**src/rtl/barcode_rx.sv**
```systemverilog
`default_nettype none
// +---------------------------------------------------------------------------+
// | barcode_rx : optical barcode decoder, 8-bit self-clocked station IDs       |
// | Revision   : 1.0                                                          |
// +---------------------------------------------------------------------------+
module barcode_rx #(
    parameter int CNT_W      = 22,
    parameter int MIN_PERIOD = 4
) (
    input  logic       clk,
    input  logic       rst,
    input  logic       BC,
    input  logic       clr_ID_vld,
    output logic [7:0] ID,
    output logic       ID_vld
);

    typedef enum logic [1:0] {
        IDLE      = 2'd0,
        START     = 2'd1,
        WAIT_FALL = 2'd2,
        SAMPLE    = 2'd3
    } state_t;

    localparam logic [CNT_W-1:0] c_cnt_max    = '1;
    localparam logic [CNT_W-1:0] c_cnt_one    = CNT_W'(1);
    localparam logic [CNT_W-1:0] c_min_period = CNT_W'(MIN_PERIOD);

    logic             bc_s1_q, bc_s2_q, bc_prev_q;
    logic             w_fall, w_rise;
    logic [CNT_W-1:0] w_cnt_inc;

    state_t           state_q, state_d;
    logic [CNT_W-1:0] cnt_q, cnt_d;
    logic [CNT_W-1:0] period_q, period_d;
    logic [7:0]       shreg_q, shreg_d;
    logic [2:0]       bit_cnt_q, bit_cnt_d;
    logic             accept_pend_q, accept_pend_d;
    logic [7:0]       id_q, id_d;
    logic             id_vld_q, id_vld_d;

    assign w_fall    = bc_prev_q & ~bc_s2_q;
    assign w_rise    = ~bc_prev_q & bc_s2_q;
    assign w_cnt_inc = (cnt_q == c_cnt_max) ? cnt_q : cnt_q + c_cnt_one;

    always_comb begin
        state_d       = state_q;
        cnt_d         = cnt_q;
        period_d      = period_q;
        shreg_d       = shreg_q;
        bit_cnt_d     = bit_cnt_q;
        accept_pend_d = 1'b0;
        id_d          = id_q;
        id_vld_d      = id_vld_q;

        case (state_q)
            IDLE: begin
                if (w_fall) begin
                    cnt_d     = '0;
                    bit_cnt_d = '0;
                    state_d   = START;
                end
            end
            START: begin
                if (w_rise) begin
                    if (cnt_q >= c_min_period) begin
                        period_d = cnt_q;
                        state_d  = WAIT_FALL;
                    end else begin
                        state_d = IDLE;
                    end
                end else if (cnt_q == c_cnt_max) begin
                    state_d = IDLE;
                end else if (!bc_s2_q) begin
                    cnt_d = w_cnt_inc;
                end
            end
            WAIT_FALL: begin
                if (w_fall) begin
                    cnt_d   = '0;
                    state_d = SAMPLE;
                end else if (cnt_q == c_cnt_max) begin
                    state_d = IDLE;
                end else begin
                    cnt_d = w_cnt_inc;
                end
            end
            SAMPLE: begin
                cnt_d = w_cnt_inc;
                if (cnt_q == period_q) begin
                    shreg_d   = {shreg_q[6:0], bc_s2_q};
                    bit_cnt_d = bit_cnt_q + 3'd1;
                    if (bit_cnt_q == 3'd7) begin
                        accept_pend_d = 1'b1;
                        state_d       = IDLE;
                    end else begin
                        state_d = WAIT_FALL;
                    end
                end
            end
            default: state_d = IDLE;
        endcase

        // A frame completing in the same cycle as the acknowledge takes priority.
        if (clr_ID_vld) begin
            id_vld_d = 1'b0;
        end
        if (accept_pend_q && (shreg_q[7:6] == 2'b00)) begin
            id_d     = shreg_q;
            id_vld_d = 1'b1;
        end
    end

    always_ff @(posedge clk) begin
        if (rst) begin
            bc_s1_q       <= 1'b1;
            bc_s2_q       <= 1'b1;
            bc_prev_q     <= 1'b1;
            state_q       <= IDLE;
            cnt_q         <= '0;
            period_q      <= '0;
            shreg_q       <= '0;
            bit_cnt_q     <= '0;
            accept_pend_q <= 1'b0;
            id_q          <= '0;
            id_vld_q      <= 1'b0;
        end else begin
            bc_s1_q       <= BC;
            bc_s2_q       <= bc_s1_q;
            bc_prev_q     <= bc_s2_q;
            state_q       <= state_d;
            cnt_q         <= cnt_d;
            period_q      <= period_d;
            shreg_q       <= shreg_d;
            bit_cnt_q     <= bit_cnt_d;
            accept_pend_q <= accept_pend_d;
            id_q          <= id_d;
            id_vld_q      <= id_vld_d;
        end
    end

    assign ID     = id_q;
    assign ID_vld = id_vld_q;

endmodule
`default_nettype wire

```
**config.mk**
```make
export PLATFORM = sky130hd
export DESIGN_NAME = barcode_rx
export DESIGN_NICKNAME = d
export VERILOG_FILES = /design/src/rtl/barcode_rx.sv
export SDC_FILE = /design/constraint.sdc
export NUM_CORES = 1
export LEC_CHECK = 0
export BUFFER_PORTS_ARGS = -buffer_cell sky130_fd_sc_hd__buf_2
export CORE_MARGIN = 10
export CORE_UTILIZATION = 45
export CTS_BUF_LIST = sky130_fd_sc_hd__clkbuf_8
export DETAILED_ROUTE_END_ITERATION = 8
export HOLD_SLACK_MARGIN = 0.15
export PLACE_DENSITY_LB_ADDON = 0.05
export SLEW_MARGIN = 20
export SYNTH_ARGS = -nofsm -noshare
export SYNTH_HDL_FRONTEND = slang
export SYNTH_SLANG_ARGS = --single-unit
```
**constraint.sdc**
```tcl
create_clock -name clk -period 1.9 [get_ports clk]
set_input_delay 0.19 -clock clk [delete_from_list [all_inputs] [get_ports clk]]
set_output_delay 0.19 -clock clk [all_outputs]
set_load 0.05 [all_outputs]
```
==> impl_results.md <==
- Aggregate global routing overflow: 0
- Startpoint types: flip-flop
- Worst-margin pin slew: between 500 and 600 ps
- DR vias/cell: between 5 and 6
- CTS tree: done
- Share of layout cells above drive strength 1: 35.3%
- HPWL after DPL: about 6000 um
- Worst-path clk slew: 80 ps
- RR Startpoint: cnt_q[5]$_SDFFE_PP0P_
- Die area: ~11000 um2
- Clock buffer depth: 2
- Setup slack at placement: -188 ps
- Worst vdd ir: roughly 0.00052 V
- Clk_lat worst skew: approximately 350 ps
- Comb pwr share: 3.9%
- Worst R2R End: accept_pend_q$_SDFF_PP0_
- Failing checks: setup timing
- Antenna violations before repair: 0
- Die Height: 107 um
- Syn Inst Count: around 370
- RSZ-0062 raised after global routing: true
- Die Wd: ~110 um
- Port Buffers: 12
- Crit path kind: flip-flop to flip-flop
- Final setup violation count: 3
- Avg WL per Cell: around 16 um
- Clk pwr share: about 43%
- Critical Path Sink: accept_pend_q$_SDFF_PP0_
- Tmin final: slightly below 2000 ps
- Slew Limit Fails: 0
- Synthesized Nets: roughly 380
- Final hold slack: roughly 250 ps
- DRT iter0 DRCs: around 130
- Fin cells: between 500 and 600
- Post-route setup slack: -38.8 ps
- Design Power: between 2 and 3 mW
- RD Place Congestion: 0.869
- Vias: approximately 2800
- Crit path max fanout: 4
- Util after Layout: around three fifths
- Max-cap violations: 0
- Asr flop ratio synth: 0%
- Crit path capture type: flip-flop
- Post-synth cell types: 51
- Core Footprint: ~7300 um2
- Depth of the worst register-to-register path: 5
- Required time worst endpoint: roughly 2200 ps
- Dominant synthesized flop cell: dfxtp_1
- Initial Util: between 40% and 50%
- HP Class: input port to flip-flop
- Status: complete, but fails checks
- Crit path max-delay cell type: or4_4
- P_sw: roughly 0.67 mW
- PwrDens: between 600 and 700 nW/um2
- Final standard cell area without fillers: roughly 4400 um2
- Sequential fraction of design power: between 50% and 60%
- Root Buffer: clkbuf_8
- Routed wire length: between 8000 and 9000 um
- Synthesized area per cell: just over 9 um2
- CTS buffer count: 9
- Setup_tns: -42.6 ps
- Syn. warnings: 0
- Placed cells: 507
- Slew Limit Headroom: 64.7%
- Drt pass-1 iters: 4
- CP Cell Sequence: buf_6 -> xor2_2 -> or4_1 -> or4_4 -> nor4b_4
- Cell Area, Synth: about 3400 um2
- Ant. Diodes: 0
- Final hold viol count: 0
- GR Util All Layers: roughly 15%
- # DRC: 0
- Nets: ~440
- Fillers: ~630
- H-tree lvl count: 3
- Worst Skew: 10.5 ps
- Worst Path Arrival: approximately 2200 ps
- Crit path launch: cnt_q[5]$_SDFFE_PP0P_
- Largest net degree at the start of global routing: 40
- Fin crit share: 102%
- First-pass GRT wire length: approximately 14000 um
- Post-synth EDFFs: 0
- Sw frac: 23.9%
- Seq/Total Area, Yosys: roughly 41%
- Fmax: between 500 and 600 MHz
- DP Area: 3870 um2
- Area Overhead vs Synth: 29.1%
- CTS Sinks: 70
- R2R setup slack: -40 ps
- CP max stage delay: about 530 ps
- Cell-internal power: between 2 and 2.5 mW
- P_leak: about 1.9 nW
- Synthesized flop and latch total: 70
- IO Pins: 13
- Site Rows: 31
- Vias in the first global route: about 2800
- Post-route ant nets: 0
## metal layers
metal  wire (um)  GRT usage [%]  vias up  share of wire (%)
met3         261           4.01        6                3.1
met4          91           4.64        0                1.1
met1        4100           19.3     1360                 49
li1            -              -     1421                  -
met5           0              0        -                  0
met2        3940           24.8       29                 47
## layout make-up
| type | count | area, um2 | area share [%] |
|---|---|---|---|
| multi-input combinational | 262 | 2000 | 45.3 |
| sequential | 70 | 1430 | 32.3 |
| timing repair buffer | 79 | 641 | 14.5 |
| clock buffer | 9 | 124 | 2.80 |
| tap | 99 | 124 | 2.80 |
| clock inverter | 7 | 73.8 | 1.67 |
| inverter | 7 | 26.3 | 0.595 |
## how the worst min path moves through the flow
stage / startpoint / endpoint / slack, ps / cells after the start
final: rst / cnt_q[11]$_SDFFE_PP0P_ / 250 / 3
after global routing: rst / cnt_q[10]$_SDFFE_PP0P_ / 250 / 3
after CTS: rst / cnt_q[10]$_SDFFE_PP0P_ / 240 / 3
after detailed placement: BC / bc_s1_q$_SDFF_PP1_ / 380 / 2
after global placement: BC / bc_s1_q$_SDFF_PP1_ / 370 / 2
after floorplan: BC / bc_s1_q$_SDFF_PP1_ / 290 / 1
## synthesized netlist by cell type, types with 6 or more instances
cell type  number  area (um2)
xnor2_1        14         123
buf_2           6        30.0
nand2b_1       13        81.3
inv_1           6        22.5
nor2_1         42         158
o21ai_0         7        35.0
clkbuf_8        6        82.6
a21oi_1        17        85.1
nor4_1         13        81.3
dfxtp_1        70        1400
nand2_1        19        71.3
or4_1           9        67.6
o31ai_1         6        45.0
xor2_1         14         123
clkbuf_1        9        33.8
nand3_1        13        65.1
mux2i_1        38         380
## kinds of logic after synthesis
| logic type | synth area share (%) |
|---|---|
| AOI/OAI and AO/OA | 8.59 |
| xor gates and xnor gates | 7.17 |
| adders and majority gates | 1.46 |
| buffers and inverters | 7.20 |
| DFF | 41.0 |
| muxes | 11.1 |
| and+or+nand+nor | 23.5 |
## worst max-delay path: cells and delay by family, from the launching register on
family	cells	cell delay (ps)
simple gates	3	1200
flops	1	330
xor+xnor	1	180
buf+inv	1	130
## flip-flops by register name, indices dropped and copies added (netlist names), 2 cells and up
| signal | cells |
|---|---|
| ID | 8 |
| bit_cnt_q | 3 |
| cnt_q | 22 |
| period_q | 22 |
| shreg_q | 8 |
| state_q | 2 |
## power groups by stage
stage / Sequential [mW] / Clock, mW / Combinational (mW)
3_5_place_dp: 1.51 / 0 / 0.0955
2_1_floorplan: 1.51 / 0 / 0.0605
5_1_grt: 1.48 / 1.30 / 0.118
6_report: 1.48 / 1.21 / 0.108
4_1_cts: 1.48 / 1.24 / 0.105
3_3_place_gp: 1.51 / 0 / 0.0953
## placed cells by master (no fill, tap or decap), types with 5 or more instances in the layout
| master | instances |
|---|---|
| nor2_1 | 42 |
| dfxtp_1 | 53 |
| nand2b_1 | 13 |
| dfxtp_2 | 15 |
| xnor2_1 | 14 |
| nand4_1 | 5 |
| or4_4 | 7 |
| mux2i_1 | 38 |
| clkbuf_8 | 9 |
| buf_4 | 55 |
| buf_2 | 12 |
| nand2_1 | 18 |
| buf_6 | 6 |
| o21ai_0 | 7 |
| nor4_1 | 9 |
| a21oi_2 | 7 |
| or2_2 | 5 |
| xor2_1 | 10 |
| inv_1 | 6 |
| o31ai_1 | 5 |
| nand3_1 | 11 |
| a21oi_1 | 10 |
## repair_timing
item                                    in CTS  in global routing
endpoints found under the hold margin        2                  0
resized for setup                           23                 36
setup buffers                                4                  3
endpoints found under the setup margin      33                 48
hold buffers                                 2                  0
gates cloned                                 0                  1
pin swaps                                   16                 11
No activity file was read; power rests on OpenSTA's default activity.
